<file path="src/rtl/cluster_pkg.sv">
// ============================================================
// Package : cluster_pkg
// Brief   : Shared opcodes, instruction field positions and FSM states
// Rev     : 1.0
// ============================================================
`default_nettype none

package cluster_pkg;

  localparam int INSTR_W = 16;

  localparam logic [2:0] OP_NOP = 3'b000;
  localparam logic [2:0] OP_LDI = 3'b001;
  localparam logic [2:0] OP_ADD = 3'b010;
  localparam logic [2:0] OP_SUB = 3'b011;
  localparam logic [2:0] OP_XOR = 3'b100;
  localparam logic [2:0] OP_OR  = 3'b101;
  localparam logic [2:0] OP_RD  = 3'b110;
  localparam logic [2:0] OP_RED = 3'b111;

  localparam int OP_HI     = 15;
  localparam int OP_LO     = 13;
  localparam int BCAST_BIT = 12;
  localparam int UNIT_HI   = 11;
  localparam int UNIT_LO   = 10;
  localparam int RD_HI     = 9;
  localparam int RD_LO     = 8;
  localparam int IMM_HI    = 7;
  localparam int IMM_LO    = 0;
  localparam int RS_HI     = 1;
  localparam int RS_LO     = 0;

  typedef enum logic [0:0] {
    ST_IDLE = 1'b0,
    ST_EMIT = 1'b1
  } state_t;

endpackage

`default_nettype wire

</file>
<file path="src/rtl/cluster_unit.sv">
// ============================================================
// Module : cluster_unit
// Brief  : One compute unit: 4-entry register file, ALU, async read port
// Rev    : 1.0
// ============================================================
`default_nettype none

module cluster_unit
  import cluster_pkg::*;
#(
  parameter int DATA_W = 8
) (
  input  logic              clk,
  input  logic              rst_n,
  input  logic              we,
  input  logic [2:0]        op,
  input  logic [1:0]        rd,
  input  logic [1:0]        rs,
  input  logic [7:0]        imm8,
  input  logic [1:0]        rsel,
  output logic [DATA_W-1:0] rdata
);

  logic [DATA_W-1:0] r_regs [4];
  logic [DATA_W-1:0] w_a;
  logic [DATA_W-1:0] w_b;
  logic [DATA_W-1:0] w_result;

  assign w_a = r_regs[rd];
  assign w_b = r_regs[rs];

  always_comb begin
    w_result = w_a;
    case (op)
      OP_LDI:  w_result = DATA_W'(imm8);
      OP_ADD:  w_result = w_a + w_b;
      OP_SUB:  w_result = w_a - w_b;
      OP_XOR:  w_result = w_a ^ w_b;
      OP_OR:   w_result = w_a | w_b;
      default: w_result = w_a;
    endcase
  end

  always_ff @(posedge clk) begin
    if (!rst_n) begin
      for (int i = 0; i < 4; i++) r_regs[i] <= '0;
    end else if (we) begin
      r_regs[rd] <= w_result;
    end
  end

  assign rdata = r_regs[rsel];

endmodule

`default_nettype wire

</file>
<file path="src/rtl/compute_cluster.sv">
// ============================================================
// Module : compute_cluster
// Brief  : NUM_UNITS ALU units behind one instruction port, registered result port
// Rev    : 1.0
// ============================================================
`default_nettype none

module compute_cluster
  import cluster_pkg::*;
#(
  parameter int NUM_UNITS = 4,
  parameter int DATA_W    = 8
) (
  input  logic               clk,
  input  logic               rst_n,
  input  logic               ena,
  input  logic               in_valid,
  output logic               in_ready,
  input  logic [INSTR_W-1:0] in_instr,
  output logic               out_valid,
  input  logic               out_ready,
  output logic [DATA_W-1:0]  out_data,
  output logic [1:0]         out_unit,
  output logic               out_red,
  output logic               busy,
  output logic               err
);

  state_t            r_state;
  state_t            w_state_next;
  logic              r_out_valid;
  logic [DATA_W-1:0] r_out_data;
  logic [1:0]        r_out_unit;
  logic              r_out_red;
  logic              r_err;
  logic [1:0]        r_idx;
  logic [1:0]        r_emit_rd;

  logic [2:0]        w_op;
  logic              w_bcast;
  logic [1:0]        w_unit;
  logic [1:0]        w_rd;
  logic [1:0]        w_rs;
  logic [7:0]        w_imm;
  logic              w_accept;
  logic              w_unit_ok;
  logic              w_is_write;
  logic              w_bad;
  logic              w_out_fire;
  logic              w_last;
  logic [1:0]        w_next_idx;
  logic [1:0]        w_rsel;
  logic [DATA_W-1:0] w_red;
  logic [DATA_W-1:0] w_rd_data [4];

  assign w_op    = in_instr[OP_HI:OP_LO];
  assign w_bcast = in_instr[BCAST_BIT];
  assign w_unit  = in_instr[UNIT_HI:UNIT_LO];
  assign w_rd    = in_instr[RD_HI:RD_LO];
  assign w_rs    = in_instr[RS_HI:RS_LO];
  assign w_imm   = in_instr[IMM_HI:IMM_LO];

  assign in_ready   = ena & (r_state == ST_IDLE) & ~r_out_valid;
  assign w_accept   = in_valid & in_ready;
  assign w_unit_ok  = ({1'b0, w_unit} < 3'(NUM_UNITS));
  assign w_is_write = (w_op >= OP_LDI) && (w_op <= OP_OR);
  // Targeted ops naming a missing unit are swallowed and only flag err.
  assign w_bad      = w_accept & (w_is_write | (w_op == OP_RD)) & ~w_bcast & ~w_unit_ok;
  assign w_out_fire = r_out_valid & out_ready;
  assign w_last     = (r_idx == 2'(NUM_UNITS - 1));
  assign w_next_idx = r_idx + 2'd1;
  assign w_rsel     = (r_state == ST_EMIT) ? r_emit_rd : w_rd;

  for (genvar gi = 0; gi < 4; gi++) begin : g_slot
    if (gi < NUM_UNITS) begin : g_unit
      logic w_we;
      assign w_we = w_accept & w_is_write & (w_bcast | (w_unit_ok & (w_unit == 2'(gi))));
      cluster_unit #(.DATA_W(DATA_W)) u_unit (
        .clk   (clk),
        .rst_n (rst_n),
        .we    (w_we),
        .op    (w_op),
        .rd    (w_rd),
        .rs    (w_rs),
        .imm8  (w_imm),
        .rsel  (w_rsel),
        .rdata (w_rd_data[gi])
      );
    end else begin : g_pad
      assign w_rd_data[gi] = '0;
    end
  end

  always_comb begin
    w_red = '0;
    for (int i = 0; i < NUM_UNITS; i++) w_red = w_red ^ w_rd_data[i];
  end

  always_ff @(posedge clk) begin
    if (!rst_n) r_state <= ST_IDLE;
    else        r_state <= w_state_next;
  end

  always_comb begin
    w_state_next = r_state;
    case (r_state)
      ST_IDLE: if (w_accept && (w_op == OP_RD) && w_bcast) w_state_next = ST_EMIT;
      ST_EMIT: if (w_out_fire && w_last) w_state_next = ST_IDLE;
      default: w_state_next = ST_IDLE;
    endcase
  end

  always_ff @(posedge clk) begin
    if (!rst_n) begin
      r_out_valid <= 1'b0;
      r_out_data  <= '0;
      r_out_unit  <= '0;
      r_out_red   <= 1'b0;
      r_err       <= 1'b0;
      r_idx       <= '0;
      r_emit_rd   <= '0;
    end else begin
      if (w_bad) r_err <= 1'b1;
      case (r_state)
        ST_IDLE: begin
          if (w_accept && (w_op == OP_RD) && (w_bcast || w_unit_ok)) begin
            r_out_valid <= 1'b1;
            r_out_data  <= w_bcast ? w_rd_data[0] : w_rd_data[w_unit];
            r_out_unit  <= w_bcast ? 2'd0 : w_unit;
            r_out_red   <= 1'b0;
            r_idx       <= 2'd0;
            r_emit_rd   <= w_rd;
          end else if (w_accept && (w_op == OP_RED)) begin
            r_out_valid <= 1'b1;
            r_out_data  <= w_red;
            r_out_unit  <= 2'd0;
            r_out_red   <= 1'b1;
          end else if (w_out_fire) begin
            r_out_valid <= 1'b0;
          end
        end
        ST_EMIT: begin
          if (w_out_fire && w_last) begin
            r_out_valid <= 1'b0;
          end else if (!r_out_valid || out_ready) begin
            // Slot is free: load the next unit, or go empty while paused.
            if (ena) begin
              r_out_valid <= 1'b1;
              r_out_data  <= w_rd_data[w_next_idx];
              r_out_unit  <= w_next_idx;
              r_idx       <= w_next_idx;
            end else begin
              r_out_valid <= 1'b0;
            end
          end
        end
        default: ;
      endcase
    end
  end

  assign out_valid = r_out_valid;
  assign out_data  = r_out_data;
  assign out_unit  = r_out_unit;
  assign out_red   = r_out_red;
  assign err       = r_err;
  assign busy      = (r_state != ST_IDLE) | r_out_valid;

endmodule

`default_nettype wire

</file>
<file path="config.mk">
export PLATFORM = sky130hd
export DESIGN_NAME = compute_cluster
export DESIGN_NICKNAME = d
export VERILOG_FILES = /design/src/rtl/cluster_pkg.sv /design/src/rtl/cluster_unit.sv /design/src/rtl/compute_cluster.sv
export SDC_FILE = /design/constraint.sdc
export NUM_CORES = 1
export LEC_CHECK = 0
export CAP_MARGIN = 10
export CORE_ASPECT_RATIO = 1.25
export CORE_MARGIN = 5
export CORE_UTILIZATION = 37
export DETAILED_ROUTE_END_ITERATION = 7
export GPL_TIMING_DRIVEN = 1
export PLACE_DENSITY_LB_ADDON = 0.05
export SYNTH_ARGS = -nofsm -noshare
export SYNTH_HDL_FRONTEND = slang
export SYNTH_SLANG_ARGS = --single-unit
</file>
<file path="constraint.sdc">
create_clock -name clk -period 4.95 [get_ports clk]
set_input_delay 0.99 -clock clk [delete_from_list [all_inputs] [get_ports clk]]
set_output_delay 0.99 -clock clk [all_outputs]
set_load 0.02 [all_outputs]
</file>
* Word level (Yosys, flattened, before mapping)
Memory sizes are Yosys's and may differ from the RTL's. Index checks and enable logic that the tools add are counted.
Word-level totals: bits in writable memories 128, memories kept 4, output and inout bits 15, bits in latches 0, input bits 21, memory bits (read-only) 0, logic and storage cells 153, flip-flop bits (word level) 17
Operators by class: add/sub/neg operators 9, reduce and logical (&&, ||, !) cells 18, multipliers 0, magnitude comparators 4, bitwise gates (word level) 29, equal/unequal tests 18, mux-type cells 64, div/mod/pow operators 0, shift-type cells 0
Memory list:
- g_slot[0].g_unit.u_unit.r_regs | depth 4, width 8, read ports 3, clocked after Yosys merged registers in 0, wr ports 4, RTL line cluster_unit.sv:24 | logic [DATA_W-1:0] r_regs [4];
- g_slot[1].g_unit.u_unit.r_regs | depth 4, width 8, read ports 3, clocked after Yosys merged registers in 0, wr ports 4, RTL line cluster_unit.sv:24
- g_slot[2].g_unit.u_unit.r_regs | depth 4, width 8, read ports 3, clocked after Yosys merged registers in 0, wr ports 4, RTL line cluster_unit.sv:24
- g_slot[3].g_unit.u_unit.r_regs | depth 4, width 8, read ports 3, clocked after Yosys merged registers in 0, wr ports 4, RTL line cluster_unit.sv:24
Operators by type and width (number):
- 8-bit case mux with 5 select lines | 4
- 8-bit 2-to-1 mux | 14
- 8-bit bitwise XOR | 7
- 8-bit adder | 4
- 8-bit binary-select mux with 2-bit select | 2
- 8-bit bitwise OR | 4
- 8-bit OR reduction | 4
- 8-bit subtractor | 4
- 1-bit 2-to-1 mux | 27
- 2-bit 2-to-1 mux | 12
- 8-bit case mux with 2 select lines | 1
- 3-bit == test (second input constant) | 4
- 1-bit bitwise AND | 9
- 2-bit case mux with 2 select lines | 2
- 4-bit AND reduction | 2
- 2-bit == test (second input constant) | 3
- 3-bit by 2-bit == test with 1-bit output (second input constant) | 2
- 3-bit greater-or-equal comparator (second input constant) | 2
- 3-bit by 1-bit != test with 1-bit output (second input constant) | 2
- 2-bit NOT with 3-bit output | 2
- 2-bit AND reduction | 3
- 1-bit logical AND | 5
- 1-bit bitwise OR | 5
- 2-bit by 1-bit != test with 1-bit output (second input constant) | 2
- other kinds (13) | 16

* Logic depth before layout (Yosys ltp)
Gate-level depths: netlist of the first run.
depth in word-level cells 11, depth in mapped cells 17, gate-level depth less buffers 14

* Cells and area by module
A second synthesis of the first run with hierarchy kept.
Unflattened totals: cell total of the unflattened synthesis 1289, area total of the unflattened synthesis 12971.2 µm²
By module, submodules not included:
- cluster_unit (g_slot[2].g_unit.u_unit ...) | cells each 274, seq. area each 960.9 µm², area an instance 2834.0 µm², times used 2
- cluster_unit (g_slot[0].g_unit.u_unit ...) | cells each 273, seq. area each 960.9 µm², area an instance 2819.0 µm², times used 2
- compute_cluster | cells each 195, seq. area each 340.3 µm², area an instance 1665.3 µm², times used 1

* Worst setup path after synthesis of the first run
Ideal clock, no wire load.
kind input -> register, from in in_instr[9], to mem g_slot[1].g_unit.u_unit.r_regs[0][6] (data pin), path buffers 3, path slack 0.728 ns, stages on the path 14, setup time 0.267 ns, required time 4.683 ns, arrival 3.955 ns, path through clkbuf_1 buf_1 clkbuf_1 mux4_2 inv_1 ha_1 fa_1 nor2b_1 o21ai_0 a21oi_1 o21ai_0 and4_1 o31ai_1 nor2_1
RTL lines:
- from (decl) | RTL line compute_cluster.sv:19 | input logic [INSTR_W-1:0] in_instr,
- to (decl) | RTL line cluster_unit.sv:24

==> impl_metrics.json, run 1 <==
{
  "crit_buf_inv": 2,
  "dp_hpwl_um": 31990,
  "worst_pin_slew_ns": 0.9013,
  "fin_crit_ns": 4.208,
  "crit_end": "g_slot[1].g_unit.u_unit.r_regs[0][6]$_SDFFCE_PN0P_",
  "grt.overflow.total": 0,
  "async_reset_ff_share_pct": 0,
  "first_global_vias": 9703,
  "fin_nets": 1345,
  "post_drt_wl_per_cell_um": 25.41,
  "max_clock_freq_ghz": 0.2377,
  "cp_common_cell": "o21ai_0",
  "timing.slew.headroom_pct": 39.45,
  "hold_viol_final": 0,
  "crit_slowest_cell": "buf_2",
  "path_class": "input port to flop",
  "ir_worst_vdd_uv": 175.1,
  "yosysTopAreaCell": "edfxtp_1",
  "synth_edf_count": 128,
  "layout_worst_path_cycle_share_pct": 85.00,
  "cts_resized": 0,
  "hold_path.class": "flop to flop",
  "synth_seq_cells": 145,
  "postRouteAntennaNets": 0,
  "die_y_um": 210.7,
  "clk-insertion-delay-late_ns": 0.45,
  "holdPathStages": 2,
  "power_mw": 3.989,
  "rsz0062_at_grt": "no",
  "cp.arrival_ns": 4.39,
  "dr.pass1.iters": 5,
  "coreArea_um2": 31790,
  "path_depth": 14,
  "synth_flop_cell": "edfxtp_1",
  "post-cts-setup-buffers": 0,
  "synth_area_per_cell_um2": 9.926,
  "synthCells": 1201,
  "crit-reg2reg-capture": "g_slot[1].g_unit.u_unit.r_regs[0][6]$_SDFFCE_PN0P_",
  "synthTopCellsByArea": "edfxtp_1 32%, mux4_2 14%, ha_1 6.8%, mux2i_1 6.5%, nor2_1 4.5%",
  "drive_gt1_share_pct": 15.14,
  "start_util_pct": 37.51,
  "cts_htree_levels": 4,
  "yosysMostFrequentCell": "nor2_1",
  "startpoint": "in_instr[1]",
  "synth_top_area_share_pct": 32.24,
  "io_pins": 36,
  "seq_area_frac_synth_pct": 35.10,
  "netlist_area_um2": 11920,
  "report.final.slew_viol_count": 0,
  "via_count": 9746,
  "cts_buffer_depth": 2,
  "startpoint_type": "input port",
  "die_w_um": 170.6,
  "cts-root-buf": "clkbuf_16",
  "synth_cell_type_count": 60,
  "r2r_start": "g_slot[1].g_unit.u_unit.r_regs[3][0]$_DFFE_PP_",
  "status": "finished, final reports clean",
  "totalWireLength_um": 42720,
  "core.rowCount": 73,
  "area_delta_synth_final_pct": 14.45,
  "ys_warn_count": 0,
  "max_cap_viol_count": 0,
  "die_area_um2": 35930,
  "routabilityCongestion": 0.8764,
  "final.setup_skew_ns": 0.01445,
  "setup-tns-final_ns": 0,
  "cts_made_buffers": 17,
  "worstPathMaxFanout": 21,
  "grt_usage_pct": 24.06,
  "cts_tree": "done",
  "port_buffers": 34,
  "end_kind": "flop",
  "cts.sinks": 145,
  "r2r_cells": 13,
  "crit_family": "compound AO/OA/AOI/OAI gates",
  "grt_max_degree": 51,
  "path_cells": "buf_2 > mux4_2 > inv_1 > ha_1 > nand2_1 > o21ai_0 > fa_1 > nor2b_1 > o21ai_0 > a21oi_1 > o21ai_0 > and4_1 > o31ai_1 > nor2_1",
  "drc": 0,
  "synthTopCellsByCount": "142 x nor2_1, 128 x edfxtp_1, 107 x inv_1, 103 x nand2_1, 89 x o21ai_0",
  "critical-path-max-stage-delay_ns": 0.59,
  "drt_iter0_drc": 917,
  "reg2reg_slack_ns": 1.41,
  "leakagePower_nw": 5.429,
  "antenna_found_initial": 0,
  "power_density_nw_per_um2": 292.3,
  "setup_violations": 0,
  "routed_via_density": 5.798,
  "grt_pass1_wl_um": 63030,
  "worstPathRequired_ns": 5.13,
  "cts_hold_buf": 0,
  "syn_nets": 1291,
  "path_clk_slew_ns": 0.06
}
[cells by family (layout without fill, tap and decap cells)]
logic type | after synthesis | after routing | synth area share (%)
and+or+nand+nor | 341 | 341 | 12.62
DFF | 145 | 145 | 35.10
other | 1 | 2 | 0.03146
adders and majority gates | 69 | 69 | 7.494
AOI/OAI and AO/OA | 253 | 253 | 13.01
buffers and inverters | 177 | 244 | 6.129
muxes | 157 | 157 | 21.36
xor gates and xnor gates | 58 | 58 | 4.261
[sequential cells by signal, indices dropped and copies added, names as in the netlist]
register                     count
out_unit                         2
r_emit_rd                        2
out_data                         8
g_slot.g_unit.u_unit.r_regs    128
out_red                          1
r_state                          1
out_valid                        1
r_idx                            2
[tightest hold or removal path, stage by stage (launching register included)]
cell and delay, ns:
dfxtp_1 0.31, nand2_1 0.05, a21oi_1 0.05
[worst min path at each step]
stage / start / endpoint
2_1_floorplan: r_emit_rd[0]$_SDFFE_PN0P_ / r_emit_rd[0]$_SDFFE_PN0P_
3_3_place_gp: out_red$_SDFFE_PN0P_ / out_red$_SDFFE_PN0P_
3_5_place_dp: out_red$_SDFFE_PN0P_ / out_red$_SDFFE_PN0P_
4_1_cts: out_red$_SDFFE_PN0P_ / out_red$_SDFFE_PN0P_
5_1_grt: r_idx[1]$_SDFFE_PN0P_ / r_idx[1]$_SDFFE_PN0P_
6_report: out_red$_SDFFE_PN0P_ / out_red$_SDFFE_PN0P_
[metal layers]
metal / up-vias / track usage [%] / part of all wire (%)
li1: 4530 / - / -
met2: 310 / 40.63 / 49
met4: 0 / 7.741 / 2.4
met5: - / 0 / 0
met3: 54 / 4.324 / 5.7
met1: 4852 / 31.39 / 43
[stage by stage]
stage,utilization (%),instances,area [um2],hold WS [ns],worst slack (ns)
floorplan,-,1201,11920,0.4465,0.7278
global placement,40.89,1648,13000,0.4522,0.3357
detailed placement,40.89,1648,13000,0.4472,0.3495
CTS,42.92,1680,13640,0.4560,0.7991
global route,42.92,1680,13640,0.4912,0.4582
finish,42.93,1681,13640,0.4511,0.7424
[layout by cell type (no fill, tap or decap), drive strengths merged, types with 8 or more instances in the layout]
master         Yosys  routed
nor2             142     142
o31ai             13      13
inv              114     114
o211ai             9       9
nor2b             16      16
xor2              14      14
clkbuf            39      21
a211oi            11      11
mux4              76      76
buf               22      67
nand2            103     103
mux2i             81      81
nand2b            14      14
nor4               8       8
edfxtp           128     128
ha                65      65
o21ai             91      91
clkinv             2       8
dfxtp             17      17
nand3             12      12
a21oi             59      59
nor3              18      18
xnor2             44      44
clkdlybuf4s50      0      29
o22ai             18      18
[power by group]
group          internal, mW  switching [mW]  total [mW]
Clock                 0.917           0.543        1.46
Combinational         0.460           0.651        1.11
Sequential             1.38          0.0374        1.42
[final cells by class]
class	instances	area (um2)
flip-flops and latches	145	4184
clock inverters	11	185.2
repair buffers	96	843.3
fillers	3156	18140
well taps	412	515.5
inverters	116	435.4
clock buffers	21	460.4
multi-input cells	879	7018
diodes	1	2.502
No activity file was read; power rests on OpenSTA's default activity.
==> run 2, diff against run 1 <==
REMOVE_ABC_BUFFERS = 1   (was not set)
clock period = 4.4 ns   (was 4.95 ns; I/O delays follow)
==> run 2 against run 1 <==
Effect of this change: sequential share of layout area fell by 0.45 points; flip-flop and latch count unchanged; setup slack lost 0.28 ns; worst hold slack improved by 0.0030 ns; critical path type unchanged; largest power group is now registers.
==> impl_metrics.json, run 2 (synthesized netlist as in run 1, its figures left out) <==
{
  "largest_register_ff_count": 128,
  "holdPathStages": 2,
  "port_buffers": 34,
  "clk-insertion-delay-late_ns": 0.43,
  "ir_worst_vdd_uv": 206.9,
  "report.final.slew_viol_count": 0,
  "antennaDiodeCount": 0,
  "status": "finished, final reports clean",
  "postRouteAntennaNets": 0,
  "cp.arrival_ns": 4.12,
  "antenna_found_initial": 0,
  "cts_hold_buf": 0,
  "grt.overflow.total": 0,
  "drc": 0,
  "final.setup_skew_ns": 0.01121,
  "cts_made_buffers": 17,
  "cts.sinks": 145,
  "dp.cells": 1677,
  "largest-register": "g_slot.g_unit.u_unit.r_regs",
  "layout_worst_path_cycle_share_pct": 89.46,
  "grt_pass1_wl_um": 62020,
  "die_w_um": 170.6,
  "routabilityCongestion": 0.8891,
  "die_y_um": 210.7,
  "drive_gt1_share_pct": 17.04,
  "via_count": 9821,
  "dp_hpwl_um": 31680,
  "fin_nets": 1374,
  "leakagePower_nw": 5.544,
  "grt_usage_pct": 23.25,
  "hold_viol_final": 0,
  "r2r_cells": 14,
  "cts_tree": "done",
  "layout_commonest_cell": "nor2_1",
  "first_global_vias": 9829,
  "hp-start": "out_data[4]$_SDFFE_PN0P_",
  "hold_path_end": "out_data[4]$_SDFFE_PN0P_",
  "cts-root-buf": "clkbuf_16",
  "cts_buffer_depth": 2,
  "post-cts-setup-buffers": 0,
  "post_drt_wl_per_cell_um": 24.39,
  "power_mw": 4.419,
  "r2r_start": "g_slot[0].g_unit.u_unit.r_regs[2][0]$_SDFFCE_PN0P_",
  "worstPathMaxFanout": 4,
  "max_cap_viol_count": 0,
  "setup-tns-final_ns": 0,
  "timing.slew.headroom_pct": 37.46,
  "start_util_pct": 37.51,
  "reg2reg_slack_ns": 0.78,
  "die_area_um2": 35930,
  "grt_max_degree": 67,
  "area_delta_synth_final_pct": 16.15,
  "path_clk_slew_ns": 0.06,
  "path_class": "input port to flop",
  "end_kind": "flop",
  "worst_pin_slew_ns": 0.9362,
  "rsz0062_at_grt": "no",
  "fin_crit_ns": 3.936,
  "dr.pass1.iters": 7,
  "startpoint_type": "input port",
  "final_cell_mix": "142 x nor2_1, 128 x edfxtp_1, 107 x inv_1",
  "max_clock_freq_ghz": 0.2541,
  "setup_violations": 0,
  "io_pins": 36,
  "cts_resized": 0,
  "fin_cells": 1709,
  "routed_via_density": 5.747,
  "cts_htree_levels": 4,
  "hold_path.class": "flop to flop",
  "totalWireLength_um": 41680,
  "core.rowCount": 73,
  "coreArea_um2": 31790,
  "worstPathRequired_ns": 4.58,
  "power_density_nw_per_um2": 319.1,
  "drt_iter0_drc": 881,
  "crit-reg2reg-capture": "g_slot[0].g_unit.u_unit.r_regs[0][6]$_SDFFCE_PN0P_"
}
[run 2: through the flow]
| stage | worst slack [ns] | hold slack (ns) | area (um2) | utilization [%] |
|---|---|---|---|---|
| after floorplan | -0.7605 | 0.4465 | 11630 | - |
| after global placement | 0.09636 | 0.4492 | 13240 | 41.65 |
| after detailed placement | 0.04274 | 0.4480 | 13240 | 41.65 |
| after CTS | 0.4925 | 0.4568 | 13850 | 43.56 |
| after global routing | 0.2381 | 0.4742 | 13850 | 43.56 |
| final | 0.4639 | 0.4540 | 13850 | 43.56 |
[run 2: worst max-delay path by stage]
stage | from | endpoint | slack, ns | cells past startpoint
3_3_place_gp | in_instr[0] | g_slot[2].g_unit.u_unit.r_regs[2][7]$_SDFFCE_PN0P_ | 0.1 | 15
6_report | in_instr[0] | g_slot[0].g_unit.u_unit.r_regs[0][6]$_SDFFCE_PN0P_ | 0.46 | 16
5_1_grt | in_instr[0] | g_slot[2].g_unit.u_unit.r_regs[2][7]$_SDFFCE_PN0P_ | 0.24 | 15
4_1_cts | in_instr[0] | g_slot[2].g_unit.u_unit.r_regs[2][7]$_SDFFCE_PN0P_ | 0.49 | 15
2_1_floorplan | in_instr[8] | out_data[5]$_SDFFE_PN0P_ | -0.76 | 6
3_5_place_dp | in_instr[0] | g_slot[2].g_unit.u_unit.r_regs[2][7]$_SDFFCE_PN0P_ | 0.04 | 15
[run 2: metal layers]
layer	GRT usage [%]	up-vias	part of all wire, %	wire (um)
met4	8.402	0	3.5	1471
met3	4.568	70	6.4	2662
met1	31.73	4869	43	18130
li1	-	4574	-	-
met5	0	-	0	0
met2	36.91	308	47	19420
[run 2: worst max-delay path, stage by stage]
cell and delay (ns):
buf_2 0.11, buf_4 0.15, mux4_2 0.59, inv_1 0.12
ha_1 0.23, nand2_1 0.05, o21ai_0 0.14, fa_1 0.44
nor2b_1 0.16, o21ai_0 0.11, a21oi_1 0.20, o21ai_0 0.15
and4_1 0.25, o31ai_1 0.30, buf_4 0.19, nor2_1 0.04
[run 2: cell type report]
| cell class | count | area [um2] |
|---|---|---|
| Sequential cell | 145 | 4184 |
| Inverter | 116 | 435.4 |
| Multi-Input combinational cell | 879 | 7018 |
| Clock inverter | 10 | 133.9 |
| Tap cell | 412 | 515.5 |
| Timing Repair Buffer | 125 | 1086 |
| Clock buffer | 22 | 474.2 |
| Fill cell | 3106 | 17940 |
[run 2: report_power, final]
| group | internal, mW | total [mW] | switching, mW |
|---|---|---|---|
| logic | 0.541 | 1.27 | 0.725 |
| clock network | 0.935 | 1.55 | 0.619 |
| registers | 1.55 | 1.60 | 0.0461 |
| total | 3.03 | 4.42 | 1.39 |
==> run 3, diff against run 2 <==
SKIP_CTS_REPAIR_TIMING = 1   (was not set)
SLEW_MARGIN = 20   (was not set)
==> results of run 3 <==
Final layout, timing and power as in run 2 (identical DEF).
